$ cat src/rtl/mbinit_param_negotiator.sv
// mbinit_param_negotiator: MBINIT.PARAM capability advertise/capture/resolve FSM.
// Optional remote voltage-swing compare enabled by defining VSWING_CHECK_EN.
module mbinit_param_negotiator #(
  parameter int         RATE_W          = 3,
  parameter int         MAX_RATE_CODE   = 5,
  parameter int         LOCAL_MAX_RATE  = 2,
  parameter logic [1:0] LOCAL_CLK_MODE  = 2'b00,
  parameter logic [1:0] LOCAL_CLK_PHASE = 2'b01,
  parameter int         VSWING_W        = 5,
  parameter int         TIMEOUT_CYC     = 1024
) (
  input  logic                CLK,
  input  logic                rst_n,
  input  logic                i_start,
  input  logic                i_abort,
  input  logic [VSWING_W-1:0] i_voltage_swing,
  input  logic                i_remote_valid,
  input  logic [RATE_W-1:0]   i_remote_rate,
  input  logic [1:0]          i_remote_clk_mode,
  input  logic [1:0]          i_remote_clk_phase,
  input  logic [VSWING_W-1:0] i_remote_vswing,
  output logic                o_local_valid,
  output logic [RATE_W-1:0]   o_local_rate,
  output logic [1:0]          o_local_clk_mode,
  output logic [1:0]          o_local_clk_phase,
  output logic [VSWING_W-1:0] o_local_vswing,
  output logic [RATE_W-1:0]   o_neg_rate,
  output logic [1:0]          o_neg_clk_mode,
  output logic [1:0]          o_neg_clk_phase,
  output logic                o_busy,
  output logic                o_done,
  output logic                o_error,
  output logic [1:0]          o_err_code
);
  localparam int CW = $clog2(TIMEOUT_CYC);
  localparam logic [RATE_W-1:0] L_MAX_RATE = RATE_W'(MAX_RATE_CODE);
  localparam logic [RATE_W-1:0] L_LOC_RATE = RATE_W'(LOCAL_MAX_RATE);
  localparam logic [CW-1:0]     L_TERM     = CW'(TIMEOUT_CYC - 1);

  typedef enum logic [2:0] {IDLE, ADVERTISE, WAIT_REMOTE, RESOLVE, DONE, ERROR} state_t;

  state_t              r_state;
  logic [CW-1:0]       r_cnt;
  logic [RATE_W-1:0]   r_rem_rate;
  logic [1:0]          r_rem_clk_mode;
  logic [1:0]          r_rem_clk_phase;
  logic [VSWING_W-1:0] r_rem_vswing;
  logic                w_bad_rate;
  logic                w_clk_mis;
  logic                w_vs_mis;
  logic [1:0]          w_err_code;
  logic [RATE_W-1:0]   w_min_rate;

  assign w_bad_rate = r_rem_rate > L_MAX_RATE;
  assign w_clk_mis  = (r_rem_clk_mode != LOCAL_CLK_MODE) || (r_rem_clk_phase != LOCAL_CLK_PHASE);
`ifdef VSWING_CHECK_EN
  assign w_vs_mis   = r_rem_vswing != o_local_vswing;
`else
  // remote swing is still captured; folding it in keeps it referenced while never flagging
  assign w_vs_mis   = &{1'b0, r_rem_vswing};
`endif
  assign w_err_code = w_bad_rate ? 2'd2 : w_clk_mis ? 2'd1 : 2'd3;
  assign w_min_rate = (r_rem_rate < L_LOC_RATE) ? r_rem_rate : L_LOC_RATE;
  assign o_busy     = (r_state == ADVERTISE) || (r_state == WAIT_REMOTE) || (r_state == RESOLVE);

  always_ff @(posedge CLK or negedge rst_n) begin
    if (!rst_n) begin
      r_state           <= IDLE;
      r_cnt             <= '0;
      r_rem_rate        <= '0;
      r_rem_clk_mode    <= '0;
      r_rem_clk_phase   <= '0;
      r_rem_vswing      <= '0;
      o_local_valid     <= 1'b0;
      o_local_rate      <= '0;
      o_local_clk_mode  <= '0;
      o_local_clk_phase <= '0;
      o_local_vswing    <= '0;
      o_neg_rate        <= '0;
      o_neg_clk_mode    <= '0;
      o_neg_clk_phase   <= '0;
      o_done            <= 1'b0;
      o_error           <= 1'b0;
      o_err_code        <= '0;
    end else if (i_abort) begin
      r_state       <= IDLE;
      r_cnt         <= '0;
      o_local_valid <= 1'b0;
      o_done        <= 1'b0;
      o_error       <= 1'b0;
    end else begin
      case (r_state)
        IDLE, DONE, ERROR: if (i_start) begin
          r_state         <= ADVERTISE;
          r_cnt           <= '0;
          o_done          <= 1'b0;
          o_error         <= 1'b0;
          o_err_code      <= '0;
          o_neg_rate      <= '0;
          o_neg_clk_mode  <= '0;
          o_neg_clk_phase <= '0;
        end
        ADVERTISE: begin
          r_state           <= WAIT_REMOTE;
          o_local_vswing    <= i_voltage_swing;
          o_local_rate      <= L_LOC_RATE;
          o_local_clk_mode  <= LOCAL_CLK_MODE;
          o_local_clk_phase <= LOCAL_CLK_PHASE;
          o_local_valid     <= 1'b1;
        end
        WAIT_REMOTE: begin
          r_cnt <= r_cnt + 1'b1;
          if (i_remote_valid) begin
            r_state         <= RESOLVE;
            r_rem_rate      <= i_remote_rate;
            r_rem_clk_mode  <= i_remote_clk_mode;
            r_rem_clk_phase <= i_remote_clk_phase;
            r_rem_vswing    <= i_remote_vswing;
          end else if (r_cnt == L_TERM) begin
            r_state       <= ERROR;
            o_local_valid <= 1'b0;
            o_error       <= 1'b1;
            o_err_code    <= 2'd0;
          end
        end
        RESOLVE: begin
          o_local_valid <= 1'b0;
          if (w_bad_rate || w_clk_mis || w_vs_mis) begin
            r_state    <= ERROR;
            o_error    <= 1'b1;
            o_err_code <= w_err_code;
          end else begin
            r_state         <= DONE;
            o_done          <= 1'b1;
            o_neg_rate      <= w_min_rate;
            o_neg_clk_mode  <= LOCAL_CLK_MODE;
            o_neg_clk_phase <= LOCAL_CLK_PHASE;
          end
        end
        default: r_state <= IDLE;
      endcase
    end
  end
endmodule

$ cat config.mk
export PLATFORM = sky130hd
export DESIGN_NAME = mbinit_param_negotiator
export DESIGN_NICKNAME = d
export VERILOG_FILES = /design/src/rtl/mbinit_param_negotiator.sv
export SDC_FILE = /design/constraint.sdc
export NUM_CORES = 1
export LEC_CHECK = 0
export ABC_CLOCK_PERIOD_IN_PS = 1800
export BUFFER_PORTS_ARGS = -buffer_cell sky130_fd_sc_hd__buf_2
export CORE_MARGIN = 2
export CORE_UTILIZATION = 50
export CTS_CLUSTER_DIAMETER = 200
export DETAILED_ROUTE_END_ITERATION = 6
export GPL_ROUTABILITY_DRIVEN = 0
export GPL_TIMING_DRIVEN = 0
export PLACE_DENSITY_LB_ADDON = 0.08
export REMOVE_ABC_BUFFERS = 1
export SYNTH_ARGS = -nofsm -noshare
export SYNTH_HDL_FRONTEND = slang
export SYNTH_SLANG_ARGS = --single-unit
$ cat constraint.sdc
create_clock -name CLK -period 1.8 [get_ports CLK]
set_input_delay 0.27 -clock CLK [delete_from_list [all_inputs] [get_ports CLK]]
set_output_delay 0.27 -clock CLK [all_outputs]
set_load 0.05 [all_outputs]
==> Yosys cells after proc, flatten, opt, wreduce, memory -nomap -nowiden <==
Cells that the tools add are included.
{ "op_classes": {"add_sub_neg": 1, "mul": 0, "div": 0, "magnitude_cmp": 2, "n_eq_ne": 18, "shifts": 0, "mux": 37, "bitwise_logic": 1, "reduce_logical": 22} }
{ "op_table": {"columns": ["cell", "count"], "rows": [
  ["3-bit two-way mux", 7],
  ["10-bit two-way mux", 2],
  ["10-bit case mux with 2 select lines", 1],
  ["2-bit two-way mux", 8],
  ["3-bit case mux with 4 select lines", 1],
  ["1-bit two-way mux", 11],
  ["10-bit by 1-bit adder with 10-bit output, second input constant", 1],
  ["10-bit equality test, second input constant", 1],
  ["3-bit != test, second input constant", 3],
  ["3-bit AND reduction", 3],
  ["3-bit nonzero test", 3],
  ["2-bit case mux with 2 select lines", 2],
  ["4-bit nonzero test", 2],
  ["3-bit by 2-bit equality test with 1-bit output, second input constant", 2],
  ["3-bit equality test, second input constant", 2],
  ["2-bit by 1-bit != test with 1-bit output, second input constant", 3],
  ["2-bit != test, second input constant", 3],
  ["3-bit by 2-bit != test with 1-bit output, second input constant", 2],
  ["1-bit case mux with 3 select lines", 2],
  ["2-bit case mux with 3 select lines", 1],
  ["3-bit case mux with 2 select lines", 1],
  ["2-bit AND reduction", 3],
  ["6-bit AND reduction", 1],
  ["5-bit AND reduction", 1],
  ["other kinds (11)", 15]
]} }
{ "word_totals": {"ff_bits": 38, "latch_bits": 0, "ram_bits": 0, "romBits": 0, "inputBits": 22, "n_memories": 0} }

==> Logic depth before layout (Yosys ltp) <==
Gate-level depths: netlist of the first run.
{ "depth": {"ltp_word": 6, "mapped_depth": 7, "ltp_nobuf": 6} }

==> Least setup slack after synthesis of the first run <==
OpenSTA, ideal clock, no wires.
{ "synth_timing": {"path_type": "register -> output", "start": "register r_state[1]", "end": "output port o_busy", "t_arrival_ns": 1.299, "setup_slack_ns": 0.231, "path_stages_with_launch": 5, "path_buffers": 2, "cell_sequence": "dfrtp_1 buf_4 buf_2 nor2_1 nor2_1"} }
{ "synth_via": {"elab_chain_len": 3} }
{ "synth_rtl": {"columns": ["element", "line", "rtl"], "rows": [
  ["start: declaration", "42", "state_t r_state;"],
  ["start signal: assignment", "68", "r_state <= IDLE;"],
  ["start signal: assignment", "86", "r_state <= IDLE;"],
  ["start signal: assignment", "94", "r_state <= ADVERTISE;"],
  ["3-bit by 1-bit equality test with 1-bit output / 3-bit by 2-bit equality test with 1-bit output (equally long branches)", "64", "assign o_busy = (r_state == ADVERTISE) || (r_state == WAIT_REMOTE) || (r_state == RESOLVE);"],
  ["1-bit logical OR", "64", null],
  ["1-bit logical OR *", "64", null],
  ["end: declaration", "30", "output logic o_busy,"]
]} }
Every way passes the cells marked *; elsewhere a longest branch is shown, timed or not.

==> Worst setup path after layout of the first run <==
{ "layout_timing": {"start": "register r_state[2]", "end": "register r_rem_clk_phase[1]"} }
{ "layout_via": {"elab_chain_len": 2} }
{ "layout_rtl": {"columns": ["element", "line", "rtl"], "rows": [
  ["3-bit by 2-bit equality test with 1-bit output", "92", "case (r_state)"],
  ["3-bit AND reduction (no source line)", null, null],
  ["end signal: assignment", "117", "r_rem_clk_phase <= i_remote_clk_phase;"],
  ["end: declaration", "46", "logic [1:0] r_rem_clk_phase;"]
]} }
No other way between the ends.
A chain may end at the register's enable or synchronous reset.

==> results.ini, run 1 <==
[outcome]
status=finished, violations left
violations=negative hold slack

[worst_setup_path]
slowest_delay_ns=0.49
critPathKind=reg -> reg
worst_path_max_delay_cell=dfrtp_1
crit_family=simple AND/OR/NAND/NOR gates
required_ns=2.05
start_kind=flop
critical_path_peak_fanout=9
worstRegToRegCells=4
cp.depth=4
path_cells=nor2_2 > and2_1 > nand2_4 > mux2_4
r2r_start=r_state[2]$_DFFE_PN0P_
crit_buf_inv=0
cp.arrival_ns=1.94
startpoint=r_state[2]$_DFFE_PN0P_
worstSetupEndpointType=flop

[yosys]
syn_area_mm2=0.00181
seq_area_frac_synth_pct=48.4
synth_seq_cells=35
synth_top_cell_by_area=dfrtp_1
synth_most_common_cell=dfrtp_1
synthCells=174
synthArstFlopShare_pct=100
ys.flop_type=dfrtp_1
synthDistinctLibCells=48
synth_area_leaders=dfrtp_1 48%, mux2_4 5.8%, o21ai_0 5.5%
synth_common_cells=35 x dfrtp_1, 20 x o21ai_0, 14 x nand2_1, 13 x buf_4, 12 x nor2_1
yosysWarnings=0
avgSynthCellArea_um2=10.4
synth_top_area_share_pct=48.4
synth-edff-count=0

[clock_network]
cts_buffers=5
clk_pin_slew_ns=0.11
clock_latency_ns=0.35
root_buffer=clkbuf_4
clock-sinks=35
max-clock-path-buffers=2
htreeDepth=2
cts_hold_buf=0
cts_tree=yes

[sta]
slew_violations=0
min_period_ns=1.69
fmax_mhz=593
final-hold-violation-count=33
rsz0062_at_grt=false
fin_crit_sh_pct=93.7
fin_worst_hold_slack_ns=-0.0149
slew_headroom_pct=48.8
setup_viol_count_final=0
tightest_slew_ns=0.768
skew_ns=0.0125

[detailed_routing]
drc_errors=0
drt_iter0_drc=143
wl_per_cell_um=13.5
vias=1367
wl_um=3430
drtAntennaViolNets=0
vias_per_cell=5.40
dr.pass1.iters=4

[cells_and_area]
post-route-cell-area_mm2=0.00204
layout-drive-gt1-share_pct=33.3
area_delta_synth_final_pct=13.0
stdcell_count=253
postLayoutCoreUtil_pct=59.8
nets=230
antenna_cells=0

[die]
die_area_mm2=0.00411
die_y_um=64.1
rows=21
coreArea_mm2=0.00342
start_util_pct=52.9
io_pins=47
dieWidth_um=64.1

[placement]
dp.cells=243
io_buffers=33
post-dp-hpwl_um=2410
placed_area_mm2=0.00194

[power_and_ir_drop]
leakage_nw=0.973
p_int_mw=1.51
irDropWorstVdd_mv=0.521
p_sw_mw=1.04
powerDensity_mw_per_mm2=1250
clkPwrFrac_pct=17.4
p_seq_share_pct=43.0
swShare_pct=40.8
finalPower_mw=2.55
pwr-share-comb_pct=39.6

[global_route]
grt_max_degree=36
gr-usage-all-layers_pct=18.7
overflow=0
grt_pass1_vias=1290
antenna_found_initial=0
grt_pass1_wl_um=5870

[job]
drv_cap=0

[worst_hold_path]
min_path_type=in -> async

==> cells by family after synthesis <==
kind of cell / count (synthesis) / synth area share, %
flip-flops: 35 / 48.4
AO/OA/AOI/OAI: 44 / 15.0
adder cells (fa/ha/maj): 1 / 0.692
buffers and inverters: 20 / 6.92
other: 1 / 0.207
multiplexers: 13 / 9.48
AND/OR/NAND/NOR: 60 / 19.2
==> registers in the layout, summed over array words and instances (netlist names) <==
register	flops
o_done	1
r_rem_clk_phase	2
o_neg_clk_phase	1
r_rem_clk_mode	2
o_error	1
r_rem_rate	3
o_local_rate	1
o_local_vswing	5
o_err_code	2
r_state	3
o_neg_rate	3
r_cnt	10
o_local_valid	1
==> per-stage QoR <==
| step | setup WS (ns) | setup TNS (ns) |
|---|---|---|
| global placement | -0.0651 | -0.455 |
| CTS | 0.0566 | 0 |
| global route | 0.00295 | 0 |
| floorplan | 0.162 | 0 |
| finish | 0.113 | 0 |
| detailed placement | -0.0691 | -0.489 |
==> power groups by stage <==
stage / clock [mW] / sequential (mW) / combinational, mW
4_1_cts: 0.449 / 1.11 / 0.969
2_1_floorplan: 0 / 1.40 / 0.455
3_5_place_dp: 0 / 1.13 / 0.966
6_report: 0.444 / 1.10 / 1.01
3_3_place_gp: 0 / 1.11 / 0.951
5_1_grt: 0.490 / 1.12 / 1.08
==> routing by layer <==
layer	wire length [um]	track usage, %
met1	1590	23.4
met2	1560	30.1
met3	215	4.75
met4	63	9.04
met5	0	0
==> repair_timing <==
action | in CTS | in global routing
setup buffers | 0 | 3
resized for setup | 1 | 2
endpoints found under the setup margin | 9 | 16
pin swaps | 0 | 0
==> placed cells by master, fill, tap and decap left out, drive strengths merged, types with 5 or more instances in the layout <==
master	n
dfrtp	35
a21oi	6
o21ai	20
nor2	14
nand3	6
clkbuf	6
mux2	12
nand2	15
conb	8
buf	36
a31oi	5
==> final cells by class <==
class	count	area, um^2
Sequential cell	35	878
Multi-Input combinational cell	126	840
Clock buffer	6	51.3
Timing Repair Buffer	36	200
Fill cell	305	1370
Clock inverter	1	5.00
Inverter	3	11.3
Tap cell	46	57.6
==> final timing paths <==
check | end | slack, ns
setup / recovery | r_rem_clk_phase[1]$_DFFE_PN0P_ | 0.11
hold reg to reg | r_cnt[8]$_DFFE_PN0P_ | 0.49
hold / removal | o_err_code[0]$_DFFE_PN0P_ | -0.01
min in group CLK | r_rem_rate[1]$_DFFE_PN0P_ | 0.14
setup reg to reg | r_rem_clk_phase[1]$_DFFE_PN0P_ | 0.11
max in group asynchronous | r_state[0]$_DFFE_PN0P_ | 1.29
(Power assumes the default switching activity.)
==> inputs of run 2 (changes only) <==
--- a/config.mk
+++ b/config.mk
@@ -7,6 +7,7 @@
 export LEC_CHECK = 0
 export ABC_CLOCK_PERIOD_IN_PS = 1800
 export BUFFER_PORTS_ARGS = -buffer_cell sky130_fd_sc_hd__buf_2
+export CORE_ASPECT_RATIO = 0.7
 export CORE_MARGIN = 2
 export CORE_UTILIZATION = 50
 export CTS_CLUSTER_DIAMETER = 200
==> run 2 against run 1 <==
The flow now finishes without violations. Utilization is 1.3 points lower. Maximum frequency shrank 0.29%. Global-route usage shrank 0.12 points. Critical path depth rose by 2. Setup slack got worse by 0.0050 ns. Power increased by 2.4%. Register-to-register slack is essentially flat. Cell count increased by 0.79%. Die area grew 0.19%. First-iteration DRC count is 36% lower. Critical path type unchanged. Critical endpoint is now o_err_code[0]$_DFFE_PN0P_. Highest routed layer unchanged.
==> results.ini, run 2 (same netlist as run 1, synthesis figures left out) <==
[sta]
min_period_ns=1.69
setup_viol_count_final=0
worst_slack_ns=0.108
slew_headroom_pct=49.2
final-hold-violation-count=0
fmax_mhz=591
tightest_slew_ns=0.762
slew_violations=0
fin_crit_sh_pct=94.0
rsz0062_at_grt=false
skew_ns=0.00422

[clock_network]
post_cts_resize_count=1
max-clock-path-buffers=2
clock-sinks=35
cts_tree=yes
clk_pin_slew_ns=0.07
cts_buffers=5
htreeDepth=2
cts_hold_buf=0
root_buffer=clkbuf_8
post_cts_buffers=0
clock_latency_ns=0.28

[worst_setup_path]
worstSetupEndpointType=flop
cp.arrival_ns=1.84
critical_path_peak_fanout=4
r2r-end=o_err_code[0]$_DFFE_PN0P_
critPathKind=reg -> reg
start_kind=flop
required_ns=1.95
r2r_start=r_cnt[0]$_DFFE_PN0P_
worstRegToRegCells=6
reg2reg_slack_ns=0.11

[placement]
post-dp-hpwl_um=2530
placed_area_mm2=0.00195
io_buffers=33
preCtsSetupSlack_ns=-0.110

[power_and_ir_drop]
pwr-share-comb_pct=37.0
swShare_pct=39.7
powerDensity_mw_per_mm2=1280
p_sw_mw=1.04
irDropWorstVdd_mv=0.649
p_int_mw=1.58
clkPwrFrac_pct=20.3
leakage_nw=0.963
p_seq_share_pct=42.8

[cells_and_area]
seq_area_um2=878
nets=227
multiInputGateArea_um2=843
layout-drive-gt1-share_pct=32.7
top_regs=r_cnt x10, o_local_vswing x5
fillCellCount=309
area_delta_synth_final_pct=12.9
max_flop_register=r_cnt
antenna_cells=0
mostFrequentLayoutCells=33 x buf_2, 33 x dfrtp_1, 20 x o21ai_0
largest_register_ffs=10
post-route-cell-area_mm2=0.00204

[global_route]
grt_pass1_vias=1206
antenna_found_initial=0
grt_pass1_wl_um=5500
gr-usage-all-layers_pct=18.6
overflow=0
grt_max_degree=36

[die]
io_pins=47
die_area_mm2=0.00412
dieWidth_um=75.9
coreArea_mm2=0.00349
start_util_pct=51.8
die_y_um=54.3
rows=18

[detailed_routing]
dr.pass1.iters=4
vias=1377
drt_iter0_drc=91
vias_per_cell=5.40
wl_um=3560
drtAntennaViolNets=0
wl_per_cell_um=14.0
drc_errors=0

[worst_hold_path]
min_path_type=in -> async

[job]
drv_cap=0

[outcome]
status=complete, no violations

-- run 2: how the worst max path moves through the flow --
stage	startpoint	endpoint
floorplan	r_state[1]$_DFFE_PN0P_	r_rem_clk_mode[0]$_DFFE_PN0P_
global placement	r_state[1]$_DFFE_PN0P_	r_rem_rate[0]$_DFFE_PN0P_
detailed placement	r_state[1]$_DFFE_PN0P_	r_rem_rate[1]$_DFFE_PN0P_
CTS	r_state[1]$_DFFE_PN0P_	r_rem_rate[1]$_DFFE_PN0P_
global route	r_cnt[0]$_DFFE_PN0P_	r_state[2]$_DFFE_PN0P_
finish	r_cnt[0]$_DFFE_PN0P_	o_err_code[0]$_DFFE_PN0P_
-- run 2: metal layers --
metal,vias to the layer above,part of all wire (%),track usage (%)
met5,-,0,0
met4,0,1.2,7.89
met3,7,5.9,5.16
met2,41,45,28.0
met1,663,47,25.1
li1,666,-,-
-- run 2: power groups by stage --
stage               Clock [mW]  Combinational [mW]  Sequential, mW
floorplan                    0               0.455            1.40
global placement             0               0.950            1.12
detailed placement           0               0.965            1.13
CTS                      0.548               0.968            1.12
global route             0.593                1.04            1.15
finish                   0.531               0.967            1.12
-- run 2: stage by stage --
stage	std cells	utilization [%]	total power, mW	TNS [ns]	hold slack (ns)
floorplan	164	-	1.86	0	-0.0256
global placement	247	55.8	2.07	-0.522	0.384
detailed placement	247	55.8	2.09	-0.794	0.394
CTS	255	58.2	2.63	0	0.0889
global route	255	58.5	2.78	0	0.125
finish	255	58.5	2.62	0	0.0561
-- run 2: area by class of cell --
type | instances | share of cell area, %
tap | 50 | 3.06
sequential | 35 | 43.0
timing repair buffer | 33 | 8.09
clock buffer | 7 | 3.74
multi-input combinational | 126 | 41.3
clock inverter | 1 | 0.245
inverter | 3 | 0.551
-- run 2: worst max-delay path, cell delays in order, from the launching register on --
cell	delay, ns
dfrtp_1	0.40
ha_1	0.24
nand3_1	0.19
and4bb_2	0.29
nand2b_2	0.21
a31oi_1	0.18
a31oi_1	0.05
==> inputs of run 3 (changes only) <==
--- a/config.mk
+++ b/config.mk
@@ -5,6 +5,7 @@
 export SDC_FILE = /design/constraint.sdc
 export NUM_CORES = 1
 export LEC_CHECK = 0
+export ABC_AREA = 1
 export ABC_CLOCK_PERIOD_IN_PS = 1800
 export BUFFER_PORTS_ARGS = -buffer_cell sky130_fd_sc_hd__buf_2
 export CORE_ASPECT_RATIO = 0.7
==> run 3 against run 2 <==
Synthesized area increased by 6.2%. Maximum frequency increased by 3.3%. Highest routed layer unchanged. Clock power increased by 3%. First-iteration DRC count decreased by 16%. Sequential share of layout area decreased by 2.8 points. Via count increased by 16%. Global-route usage increased by 0.63 points. Hold slack got worse by 0.0060 ns. Non-clock buffer count increased by 1. Synthesized cell count increased by 36%. Clock-buffer cell count decreased by 2.
==> results.ini, run 3 <==
[worst_setup_path]
startpoint=r_state[2]$_DFFE_PN0P_
path_cells=inv_2 > nand2_2 > nand2_1 > buf_2
worst_path_max_delay_cell=dfrtp_1
critical_path_peak_fanout=6
critPathKind=reg -> out
slowest_delay_ns=0.42
start_kind=flop
cp.arrival_ns=1.37
required_ns=1.53
worstSetupEndpointType=output pin
r2r_start=r_cnt[1]$_DFFE_PN0P_

[clock_network]
cts_tree=yes
clock-sinks=35
root_buffer=clkbuf_8
htreeDepth=2
clock_latency_ns=0.29
cts_buffers=5
clk_pin_slew_ns=0.07
max-clock-path-buffers=2

[yosys]
synth_common_cells=75 x nand2_1, 35 x dfrtp_1, 16 x inv_1, 15 x nand3_1, 14 x nor2_1
synth-edff-count=0
synth_area_leaders=dfrtp_1 46%, nand2_1 15%, nand4_1 4.2%
synthArstFlopShare_pct=100
syn_area_mm2=0.00192
synth_most_common_cell=nand2_1
avgSynthCellArea_um2=8.14
synth_top_cell_by_area=dfrtp_1
seq_area_frac_synth_pct=45.6
synthCells=236
synth_seq_cells=35
synth_top_area_share_pct=45.6
synthDistinctLibCells=30
yosysWarnings=0
ys.flop_type=dfrtp_1

[power_and_ir_drop]
clkPwrFrac_pct=16.9
irDropWorstVdd_mv=0.879
leakage_nw=1.19
p_seq_share_pct=36.5
p_sw_mw=1.53
powerDensity_mw_per_mm2=1480
pwr-share-comb_pct=46.6
p_int_mw=1.70
swShare_pct=47.4

[cells_and_area]
antenna_cells=0
layout-drive-gt1-share_pct=26.5
mostFrequentLayoutCells=75 x nand2_1, 34 x dfrtp_1, 33 x buf_2
area_delta_synth_final_pct=13.6
max_flop_register=r_cnt
nets=294
final_common_cell=nand2_1
top_regs=r_cnt x10, o_local_vswing x5
largest_register_ffs=10

[die]
die_y_um=55.9
die_area_mm2=0.00436
io_pins=47
start_util_pct=53.3
coreArea_mm2=0.00360
dieWidth_um=78.1
rows=18

[detailed_routing]
wl_per_cell_um=12.0
vias_per_cell=4.97
wl_um=3870
drtAntennaViolNets=0
drt_iter0_drc=76
dr.pass1.iters=4
vias=1601
drc_errors=0

[sta]
worst_slack_ns=0.161
slew_headroom_pct=48.9
min_period_ns=1.64
skew_ns=0.00361
fin_worst_hold_slack_ns=0.0501
fin_tns_setup_ns=0
setup_viol_count_final=0
slew_violations=0
final-hold-violation-count=0
fin_crit_sh_pct=91.0
tightest_slew_ns=0.766
fmax_mhz=610
rsz0062_at_grt=false

[global_route]
grt_pass1_vias=1379
overflow=0
grt_max_degree=36
grt_pass1_wl_um=6490
antenna_found_initial=0
gr-usage-all-layers_pct=19.2

[outcome]
status=complete, no violations

[job]
drv_cap=0

[worst_hold_path]
min_path_type=in -> async

[placement]
post-dp-hpwl_um=2860
io_buffers=33
preCtsSetupSlack_ns=0.0966

==> run 3: cell types whose count changed after synthesis, sizes merged, moves of 5 or more <==
cell   change
nand3     +13
o21ai      -7
mux2       -7
nand4     +11
inv       +22
nor2       +5
nand2     +65
==> run 3: what timing repair did <==
item | 4_1_cts | 5_1_grt
buffers inserted | 0 | 1
endpoints found under the hold margin | 0 | 0
resized for setup | 0 | 1
hold buffers | 0 | 0
setup endpoints to repair | 0 | 5
==> run 3: critical path: cells and delay by family, from the launching register on <==
kind,cells,cell delay [ns]
buf+inv,2,0.41
flops,1,0.42
simple gates,2,0.24
==> run 3: cell families (layout without fill, tap and decap cells) <==
group                    after synthesis  after routing  share of synthesized area [%]
AND/OR/NAND/NOR                      132            132                           33.3
AO/OA/AOI/OAI                         21             21                           6.12
XOR/XNOR                               1              1                          0.456
multiplexers                           5              5                           3.91
buffers and inverters                 40             69                           9.77
other                                  1              8                          0.195
adder cells (fa/ha/maj)                1              1                          0.651
flip-flops                            35             35                           45.6
==> run 3: final timing paths <==
kind / endpoint / slack, ns / depth (start not counted)
worst max register to register: o_err_code[0]$_DFFE_PN0P_ / 0.22 / 8
worst min-delay path: r_cnt[7]$_DFFE_PN0P_ / 0.05 / 1
max in group asynchronous: r_cnt[0]$_DFFE_PN0P_ / 1.22 / 1
worst min register to register: o_neg_rate[0]$_DFFE_PN0P_ / 0.48 / 2
min in group CLK: r_rem_clk_mode[1]$_DFFE_PN0P_ / 0.17 / 3
worst max-delay path: o_busy / 0.16 / 4
==> run 3: metal layers <==
layer  wire [um]  track usage [%]  vias to the layer above
li1            -                -                      811
met1        2120             31.1                      731
met2        1430             23.9                       52
met3         272             4.55                        7
met4          44             7.52                        0
met5           0                0                        -
==> run 3: power groups by stage <==
| stage | registers (mW) | logic [mW] | clock network [mW] |
|---|---|---|---|
| after floorplan | 1.54 | 0.795 | 0 |
| after global placement | 1.21 | 1.45 | 0 |
| after detailed placement | 1.20 | 1.47 | 0 |
| after CTS | 1.20 | 1.47 | 0.567 |
| after global routing | 1.21 | 1.64 | 0.592 |
| final | 1.18 | 1.51 | 0.545 |
==> run 3: area by class of cell <==
class                   instances  area [um^2]
well taps                      50         62.6
multi-input cells             168          883
inverters                      27          101
fillers                       317         1420
clock buffers                   5         68.8
clock inverters                 3         15.0
flip-flops and latches         35          877
repair buffers                 34          173
==> run 3: stage by stage <==
stage | util, % | cells | instance area, um^2 | power (mW)
2_1_floorplan | - | 230 | 1860 | 2.34
3_3_place_gp | 58.0 | 313 | 2090 | 2.66
3_5_place_dp | 58.0 | 313 | 2090 | 2.67
4_1_cts | 60.3 | 321 | 2170 | 3.23
5_1_grt | 60.5 | 322 | 2180 | 3.44
6_report | 60.5 | 322 | 2180 | 3.23
